===== config.mk =====
export PLATFORM = sky130hd
export DESIGN_NAME = uart_rx_deframer
export DESIGN_NICKNAME = d
export VERILOG_FILES = /design/src/rtl/uart_pkg.sv /design/src/rtl/axi_fifo.sv /design/src/rtl/uart_rx_deframer.sv
export SDC_FILE = /design/constraint.sdc
export NUM_CORES = 1
export LEC_CHECK = 0
export BUFFER_PORTS_ARGS = -buffer_cell sky130_fd_sc_hd__buf_4
export CAP_MARGIN = 20
export CORE_MARGIN = 4
export CORE_UTILIZATION = 40
export CTS_CLUSTER_DIAMETER = 30
export DETAILED_ROUTE_END_ITERATION = 8
export MAX_ROUTING_LAYER = met4
export SLEW_MARGIN = 0
export SYNTH_ARGS = -nofsm -noshare
export SYNTH_HDL_FRONTEND = slang
export SYNTH_HIERARCHICAL = 1
export SYNTH_SLANG_ARGS = --single-unit

===== constraint.sdc =====
create_clock -name clk -period 5.15 [get_ports clk]
set_clock_uncertainty 0.15 [all_clocks]
set_input_delay 0.2575 -clock clk [delete_from_list [all_inputs] [get_ports clk]]
set_output_delay 0.2575 -clock clk [all_outputs]
set_load 0.005 [all_outputs]

===== src/rtl/uart_pkg.sv =====
// ---------------------------------------------------------------------------
// uart_pkg
// Shared definitions for the UART receive path: receiver FSM state
// encoding, framing constants and a small mid-bit helper.
// ---------------------------------------------------------------------------
package uart_pkg;

    // Framing: 8 data bits, no parity, 1 stop bit.
    localparam int DATA_BITS   = 8;
    localparam int SYNC_STAGES = 2;
    localparam int BIT_IDX_W   = $clog2(DATA_BITS);
    localparam int DIV_W       = 16;

    typedef enum logic [2:0] {
        ST_IDLE      = 3'd0,
        ST_START     = 3'd1,
        ST_DATA      = 3'd2,
        ST_STOP      = 3'd3,
        ST_WAIT_HIGH = 3'd4
    } rx_state_t;

    // Counter value at which the start bit is re-checked: the middle of
    // the start bit, so every later sample lands mid-bit.
    function automatic logic [DIV_W-1:0] half_period(input logic [DIV_W-1:0] div);
        return div >> 1;
    endfunction

endpackage


===== src/rtl/axi_fifo.sv =====
// ---------------------------------------------------------------------------
// axi_fifo
// Synchronous stream FIFO, 2**SIZE entries of WIDTH bits.
//
// Ports:
//   clk, rst_n            clock, asynchronous active-low reset
//   i_tdata/i_tvalid      write side data / valid
//   i_tready              write side ready (high when not full)
//   o_tdata/o_tvalid      read side data (oldest entry) / valid (not empty)
//   o_tready              read side ready (pop request)
//   o_level               number of occupied entries (0..2**SIZE)
//
// Handshake: a beat transfers on a cycle where valid and ready are both
// high. Valid never depends on ready. A write while full and a read while
// empty are therefore no-ops. Simultaneous push and pop both happen.
// ---------------------------------------------------------------------------
module axi_fifo #(
    parameter int WIDTH = 8,
    parameter int SIZE  = 5
) (
    input  logic             clk,
    input  logic             rst_n,
    input  logic [WIDTH-1:0] i_tdata,
    input  logic             i_tvalid,
    output logic             i_tready,
    output logic [WIDTH-1:0] o_tdata,
    output logic             o_tvalid,
    input  logic             o_tready,
    output logic [SIZE:0]    o_level
);

    localparam int DEPTH = 1 << SIZE;

    logic [WIDTH-1:0] r_mem [DEPTH];
    logic [SIZE-1:0]  r_wr_ptr;
    logic [SIZE-1:0]  r_rd_ptr;
    logic [SIZE:0]    r_level;

    logic w_full;
    logic w_push;
    logic w_pop;

    assign w_full   = (r_level == (SIZE+1)'(DEPTH));
    assign w_push   = i_tvalid && !w_full;
    assign w_pop    = o_tready && (r_level != '0);

    assign i_tready = !w_full;
    assign o_tvalid = (r_level != '0);
    assign o_tdata  = r_mem[r_rd_ptr];
    assign o_level  = r_level;

    always_ff @(posedge clk or negedge rst_n) begin
        if (!rst_n) begin
            r_wr_ptr <= '0;
            r_rd_ptr <= '0;
            r_level  <= '0;
            for (int i = 0; i < DEPTH; i++) begin
                r_mem[i] <= '0;
            end
        end else begin
            if (w_push) begin
                r_mem[r_wr_ptr] <= i_tdata;
                r_wr_ptr        <= r_wr_ptr + 1'b1;
            end
            if (w_pop) begin
                r_rd_ptr <= r_rd_ptr + 1'b1;
            end
            case ({w_push, w_pop})
                2'b10:   r_level <= r_level + 1'b1;
                2'b01:   r_level <= r_level - 1'b1;
                default: r_level <= r_level;
            endcase
        end
    end

endmodule


===== src/rtl/uart_rx_deframer.sv =====
// ---------------------------------------------------------------------------
// uart_rx_deframer
// 8N1 UART receiver with a 2**SIZE-entry receive FIFO.
//
// Ports:
//   clk, rst_n    clock, asynchronous active-low reset
//   clkdiv[15:0]  bit period minus one, in clk cycles (3..65535)
//   rx            asynchronous serial input, idle high, LSB first
//   fifo_out      oldest received byte
//   fifo_read     pop one byte (ignored when empty)
//   fifo_level    occupied FIFO entries
//   fifo_empty    high when fifo_level == 0
//   frame_err     one-cycle pulse on a low stop bit
//   overrun       one-cycle pulse when a good byte is dropped (FIFO full)
//   dbg_state     current receiver FSM state (rx_state_t encoding)
// ---------------------------------------------------------------------------
module uart_rx_deframer
    import uart_pkg::*;
#(
    parameter int SIZE = 5
) (
    input  logic             clk,
    input  logic             rst_n,
    input  logic [DIV_W-1:0] clkdiv,
    input  logic             rx,
    output logic [7:0]       fifo_out,
    input  logic             fifo_read,
    output logic [SIZE:0]    fifo_level,
    output logic             fifo_empty,
    output logic             frame_err,
    output logic             overrun,
    output logic [2:0]       dbg_state
);

    rx_state_t                r_state;
    logic [SYNC_STAGES-1:0]   r_sync;
    logic [DIV_W-1:0]         r_div_q;
    logic [DIV_W-1:0]         r_baud_ctr;
    logic [BIT_IDX_W-1:0]     r_bit_ctr;
    logic [DATA_BITS-1:0]     r_shreg;
    logic                     r_frame_err;
    logic                     r_overrun;

    logic                     w_rxs;
    logic                     w_baud_done;
    logic                     w_push;
    logic                     w_fifo_ready;
    logic                     w_fifo_valid;

    // Synchronizer: rx enters at bit 0, the synchronized value leaves the
    // top bit. Reset to 1 so reset never looks like a start bit.
    always_ff @(posedge clk or negedge rst_n) begin
        if (!rst_n) begin
            r_sync <= '1;
        end else begin
            r_sync <= {r_sync[SYNC_STAGES-2:0], rx};
        end
    end

    assign w_rxs       = r_sync[SYNC_STAGES-1];
    assign w_baud_done = (r_baud_ctr == r_div_q);

    // The byte is offered to the FIFO on the stop-sample cycle itself;
    // the FIFO drops it when full and the FSM flags the overrun.
    assign w_push = (r_state == ST_STOP) && w_baud_done && w_rxs;

    always_ff @(posedge clk or negedge rst_n) begin
        if (!rst_n) begin
            r_state     <= ST_IDLE;
            r_div_q     <= '0;
            r_baud_ctr  <= '0;
            r_bit_ctr   <= '0;
            r_shreg     <= '0;
            r_frame_err <= 1'b0;
            r_overrun   <= 1'b0;
        end else begin
            r_frame_err <= 1'b0;
            r_overrun   <= 1'b0;
            case (r_state)
                ST_IDLE: begin
                    // clkdiv is captured here only, so mid-frame changes
                    // wait for the next start bit.
                    if (!w_rxs) begin
                        r_div_q    <= clkdiv;
                        r_baud_ctr <= '0;
                        r_bit_ctr  <= '0;
                        r_state    <= ST_START;
                    end
                end
                ST_START: begin
                    if (r_baud_ctr == half_period(r_div_q)) begin
                        r_baud_ctr <= '0;
                        r_state    <= w_rxs ? ST_IDLE : ST_DATA;
                    end else begin
                        r_baud_ctr <= r_baud_ctr + 1'b1;
                    end
                end
                ST_DATA: begin
                    if (w_baud_done) begin
                        r_shreg[r_bit_ctr] <= w_rxs;
                        r_baud_ctr         <= '0;
                        r_bit_ctr          <= r_bit_ctr + 1'b1;
                        if (r_bit_ctr == BIT_IDX_W'(DATA_BITS-1)) begin
                            r_state <= ST_STOP;
                        end
                    end else begin
                        r_baud_ctr <= r_baud_ctr + 1'b1;
                    end
                end
                ST_STOP: begin
                    if (w_baud_done) begin
                        r_baud_ctr <= '0;
                        if (w_rxs) begin
                            r_overrun <= !w_fifo_ready;
                            r_state   <= ST_IDLE;
                        end else begin
                            r_frame_err <= 1'b1;
                            r_state     <= ST_WAIT_HIGH;
                        end
                    end else begin
                        r_baud_ctr <= r_baud_ctr + 1'b1;
                    end
                end
                ST_WAIT_HIGH: begin
                    // A held-low line (break) must not restart reception.
                    if (w_rxs) begin
                        r_state <= ST_IDLE;
                    end
                end
                default: r_state <= ST_IDLE;
            endcase
        end
    end

    axi_fifo #(
        .WIDTH (8),
        .SIZE  (SIZE)
    ) u_fifo (
        .clk      (clk),
        .rst_n    (rst_n),
        .i_tdata  (r_shreg),
        .i_tvalid (w_push),
        .i_tready (w_fifo_ready),
        .o_tdata  (fifo_out),
        .o_tvalid (w_fifo_valid),
        .o_tready (fifo_read),
        .o_level  (fifo_level)
    );

    assign fifo_empty = ~w_fifo_valid;
    assign frame_err  = r_frame_err;
    assign overrun    = r_overrun;
    assign dbg_state  = r_state;

endmodule


# After elaboration in Yosys (flattened, before gate mapping)

Cells that the tools add are included.

Add/subtract/negate cells: 6
Multipliers: 0
Divide/modulo/power cells: 0
Order comparisons: 5
Equal/unequal tests: 16
Shifts and indexed selects: 0
Muxes and demuxes: 32
Bitwise operators: 4
Reductions and logical operators: 18

Operators by type and width:

| kind                    | count |
|---|---|
| $bwmux W256             | 1 |
| $mux W16                | 3 |
| $pmux W16 S3            | 1 |
| $bmux W8 S5             | 1 |
| $demux W8 S5            | 1 |
| $mux W3                 | 9 |
| $mux W8                 | 3 |
| $add A16 B1 Y16 const B | 1 |
| $eq A16 B15 Y1          | 1 |
| $eq A16 B16 Y1          | 1 |
| $pmux W3 S5             | 1 |
| $ge A6 B6 Y1 const B    | 2 |
| $ne A2 B2 Y1 const B    | 6 |
| $not A5 Y6              | 2 |
| $pmux W6 S2             | 1 |
| $add A5 B1 Y5 const B   | 2 |
| $bwmux W8               | 1 |
| $mux W1                 | 7 |
| $add A6 B1 Y6 const B   | 1 |
| $eq A3 B2 Y1 const B    | 2 |
| $eq A3 B3 Y1 const B    | 2 |
| $eq A6 B6 Y1 const B    | 1 |
| $logic_and A1 B1 Y1     | 6 |
| $lt A6 B1 Y1 const B    | 1 |
| other kinds (20)        | 24 |

Flip-flop bits (word level): 322
Bits in latches: 0
Bits in writable memories: 0
ROM bits: 0
Input bits: 20
Output and inout port bits: 20
Word-level logic and storage cells: 124
Memories: 0

# Logic depth before layout (Yosys ltp)

Depth in word-level cells: 6
Depth in mapped cells: 14
Mapped depth without buffers: 13

# By module

The synthesis kept the hierarchy.

By module, submodules not included:

| module           | times used | cells an instance | area an instance (um^2) | seq. area each (um^2) |
|---|---|---|---|---|
| axi_fifo         | 1          | 885               | 12722.2                 | 6806.5 |
| uart_rx_deframer | 1          | 241               | 2697.6                  | 1253.7 |

# Least setup slack after synthesis

No wires, ideal clock.

Kind: reg2reg
Start: reg r_baud_ctr[6]
End: reg u_fifo.r_level[5] (netlist: u_fifo/o_level[5])
Arrival time: 3.833 ns
Required time: 4.871 ns
Setup slack: 1.038 ns
Stages on the path, launching flop included: 14
Path buffers: 1
Period minus slack after synthesis: 4.112 ns
Path through: dfrtp_1 -> buf_6 -> xnor2_2 -> nand4_1 -> nor4_4 -> nand4b_1 -> nor2_1 -> o31ai_1 -> ha_1 -> ha_1 -> a211oi_1 -> nor4_1 -> or3b_2 -> xnor2_1

Word-level cells in the longest chain between the ends: 6
Elaborated cells on any way between the ends: 8
Classes of those cells: eq/ne: 3; mux: 1; reduce/logical: 4

Ends and longest elaborated chain:

| element                                           | RTL line                | source |
|---|---|---|
| start, declared                                   | uart_rx_deframer.sv:38  | `logic [DIV_W-1:0] r_baud_ctr;` |
| start signal, assigned                            | uart_rx_deframer.sv:95  | `r_baud_ctr <= r_baud_ctr + 1'b1;` |
| start signal, assigned                            | uart_rx_deframer.sv:107 | `r_baud_ctr <= r_baud_ctr + 1'b1;` |
| start signal, assigned                            | uart_rx_deframer.sv:121 | `r_baud_ctr <= r_baud_ctr + 1'b1;` |
| $eq A16 B16 Y1 *                                  | uart_rx_deframer.sv:61  | `assign w_baud_done = (r_baud_ctr == r_div_q);` |
| $logic_and A1 B1 Y1 * (2 in a row)                | uart_rx_deframer.sv:65  | `assign w_push = (r_state == ST_STOP) && w_baud_done && w_rxs;` |
| named net w_push                                  | uart_rx_deframer.sv:46  | `logic w_push;` |
| $logic_and A1 B1 Y1 *                             | axi_fifo.sv:44          | `assign w_push = i_tvalid && !w_full;` |
| $eq A2 B1 Y1 or $eq A2 B2 Y1 (tied branches)      | axi_fifo.sv:68          | `case ({w_push, w_pop})` |
| $pmux W6 S2 or $reduce_bool A2 Y1 (tied branches) | --                      |  |
| end signal, assigned                              | axi_fifo.sv:69          | `2'b10: r_level <= r_level + 1'b1;` |
| end signal, assigned                              | axi_fifo.sv:70          | `2'b01: r_level <= r_level - 1'b1;` |
| end signal, assigned                              | axi_fifo.sv:71          | `default: r_level <= r_level;` |
| end, declared                                     | axi_fifo.sv:37          | `logic [SIZE:0] r_level;` |

The timed path passes the listed nets; every way through them passes the cells marked *.
A chain may end at the register's enable or synchronous reset.

# Worst setup path after layout

Start: reg r_baud_ctr[10]
End: reg u_fifo.r_level[5] (netlist: u_fifo/o_level[5])

Same word-level chain as after synthesis.

==> impl_metrics.yaml <==
floorplan:
  die_w_um: 204
  dieArea_um2: 41800
  die_y_um: 204
  initial_core_util: 0.407
  ioPinCount: 40
  fp.coreArea_um2: 37800
  rows: 71
timing:
  slew_headroom: 0.227
  rsz0062_at_grt: "false"
  finalHoldViolations: 0
  fin_crit_ps: 4310
  tns_ps: 0
  finalSetupViolations: 0
  slew_viol_final: 0
  fin_crit_sh: 0.837
  max_freq_ghz: 0.232
  worst_pin_slew_ps: 1160
setup_path:
  crit_path_max_incr_delay_ps: 590
  required_ps: 5430
  crit_slowest_cell: "nor4_4"
  crit_arrival_ps: 4590
  cp_max_fo: 9
  path_cells: "xnor2_1 -> nand4_1 -> nor4_4 -> nand4b_1 -> nor2_1 -> buf_4 -> o31ai_1 -> ha_1 -> ha_1 -> a211oi_1 -> nor4_1 -> or3b_2 -> xnor2_1"
  worst_setup_path_start_kind: "flip-flop"
  critPathKind: "flip-flop to flip-flop"
  setup.worst_path.end_class: "flip-flop"
power_and_ir_drop:
  swShare: 0.279
  intPower_mw: 7.04
  clkPwrFrac: 0.521
  irDropWorstVdd_mv: 0.308
  p_per_area_nw_per_um2: 510
  power_frac_comb: 0.161
  switching_power_mw: 2.72
  p_leak_nw: 9.02
  seqPwrFrac: 0.318
clocking:
  cts_buffers: 78
  htree_num_levels: 3
  cts_resized: 0
  clk_latency_ps: 570
  cts-root-buf: "clkbuf_16"
  cts_tree: "done"
  path_clk_slew_ps: 50
  ctsLongestPathBuffers: 3
  cts_sinks: 322
route:
  drtPass1Iterations: 4
  routedWlPerCell_um: 20.4
  routed-wl-met2_um: 17800
  drt-initial-drc-count: 547
  via_count: 9487
  routed_via_density: 5.34
  wl_met3_um: 1460
  drtAntennaViolNets: 0
  wl_met1_um: 16300
  drt_wl_total_um: 36200
  routed.top_layer: "met4"
  drcViolationCount: 0
global_routing:
  grt_first_pass_wirelength_um: 57800
  grt_pass1_vias: 10100
  grtUsageTotal: 0.181
  gr-total-overflow: 0
  grt_max_degree: 151
  antenna_found_initial: 0
run:
  maxCapViolations: 0
yosys:
  ys_ff_latch: 322
  ys.flop_type: "dfrtp_1"
  netlist_area_um2: 15400
  synth_nets: 1160
  synth_cell_types: 66
  ys_seq_area_frac: 0.523
  syn_avg_cell_area_um2: 13.7
  synth_async_sr_flop_share: 1.00
  syn_inst: 1126
  synthTopCellsByArea: "dfrtp_1 52%, mux2_2 21%, mux4_2 4.7%"
  synth.top_cell.area_share: 0.519
  ys_warn_count: 6
  synth_top_area_cell: "dfrtp_1"
  synth_edf_count: 0
final_layout:
  finalInstanceArea_um2: 19100
  final_common_cell: "dfrtp_1"
  syn2layout_area_growth_pct: 24.1
  diodes: 0
  final_nets: 1239
  drive_gt1_frac: 0.435
  final_cell_mix: "318 x dfrtp_1, 281 x mux2_2, 80 x clkbuf_16"
  fill_cells: 3322
min_path:
  hp-class: "primary input to flip-flop"
placed_design:
  gp_congestion: 0.848
  io_buffers: 39
  place_area_um2: 16200
  dpl.hpwl_um: 22000
outcome:
  outcome: "complete, no violations"
[stage by stage]
stage | util | power (mW) | hold slack [ps] | worst slack, ps | std cells
after floorplan | - | 4.12 | -188 | 1040 | 1126
after global placement | 0.427 | 4.70 | 130 | 944 | 1617
after detailed placement | 0.427 | 4.72 | 134 | 828 | 1617
after CTS | 0.505 | 9.88 | 26.8 | 780 | 1774
after global routing | 0.506 | 10.2 | 50.2 | 487 | 1775
final | 0.506 | 9.75 | 50.5 | 839 | 1775
[synthesized netlist by cell type, drive strengths merged (2+ instances only)]
| cell | count |
|---|---|
| nor3 | 7 |
| xor2 | 21 |
| ha | 13 |
| and3 | 8 |
| buf | 25 |
| nor2b | 4 |
| nor4 | 10 |
| mux2 | 283 |
| nor2 | 49 |
| o311ai | 5 |
| a22oi | 33 |
| nand2 | 27 |
| a211oi | 2 |
| a211o | 2 |
| nand3b | 2 |
| o31ai | 4 |
| nand4 | 8 |
| o21ai | 19 |
| inv | 8 |
| o2bb2ai | 2 |
| nor3b | 8 |
| xnor2 | 24 |
| nand2b | 4 |
| nand3 | 30 |
| a22o | 10 |
| a21oi | 7 |
| or3b | 3 |
| or3 | 3 |
| a21o | 6 |
| dfstp | 2 |
| clkbuf | 53 |
| dfrtp | 320 |
| mux4 | 32 |
| nor4b | 2 |
| or2 | 3 |
| a221oi | 8 |
| mux2i | 66 |
[power groups by stage]
stage / sequential (mW) / clock (mW) / combinational, mW
final: 3.10 / 5.08 / 1.57
after global routing: 3.14 / 5.31 / 1.70
after CTS: 3.10 / 5.18 / 1.60
after detailed placement: 3.14 / 0 / 1.58
after global placement: 3.13 / 0 / 1.57
after floorplan: 2.85 / 0 / 1.27
[sequential cells by signal (all words and copies together), names as in the netlist]
signal,flops
u_fifo/r_mem,256
r_baud_ctr,16
r_div_q,16
r_shreg,8
u_fifo/o_level,6
u_fifo/r_rd_ptr,5
u_fifo/r_wr_ptr,5
dbg_state,3
r_bit_ctr,3
r_sync,2
frame_err,1
overrun,1
[area by class of cell]
class,instances,area [um2],share of cell area
sequential,322,8070,0.422
multi-input combinational,717,6980,0.365
clock buffer,99,2150,0.113
timing repair buffer,77,663,0.0347
tap,511,639,0.0334
clock inverter,40,596,0.0311
inverter,9,33.8,0.00177
[per-layer routing]
layer  vias up  GRT usage
met5         -          -
met4         0     0.0553
met2       194      0.293
met3        62     0.0355
met1      4899      0.234
li1       4332          -
[worst max-delay path, delay by kind of cell (launching register included)]
family	cells	cell delay, ps
DFF	1	430
adders and majority gates	2	700
buffers and inverters	1	180
xor gates and xnor gates	2	370
and+or+nand+nor	6	1770
AOI/OAI and AO/OA	2	560
[what timing repair did]
item,CTS,global route
hold buffers,18,0
setup buffers,0,0
hold endpoints to repair,92,0
[logic make-up after synthesis]
logic type,share of synthesized area
mux,0.296
flops,0.523
simple gates,0.0643
compound gates,0.0534
buf+inv,0.0249
xor+xnor,0.0265
fa+ha+maj,0.0118
[final timing paths]
path / start / endpoint / slack [ps] / depth (start not counted)
setup / recovery: r_baud_ctr[10]$_DFFE_PN0P_ / u_fifo/o_level[5]$_DFFE_PN0P_ / 840 / 13
hold / removal: fifo_read / u_fifo/r_rd_ptr[0]$_DFFE_PN0P_ / 50 / 3
setup reg to reg: r_baud_ctr[10]$_DFFE_PN0P_ / u_fifo/o_level[5]$_DFFE_PN0P_ / 840 / 13
hold reg to reg: r_sync[0]$_DFF_PN1_ / r_sync[1]$_DFF_PN1_ / 200 / 0
max in group asynchronous: rst_n / u_fifo/r_rd_ptr[1]$_DFFE_PN0P_ / 3460 / 3
min in group asynchronous: rst_n / u_fifo/r_mem[188]$_DFFE_PN0P_ / 100 / 2
Power figures use the tool's default switching activity.
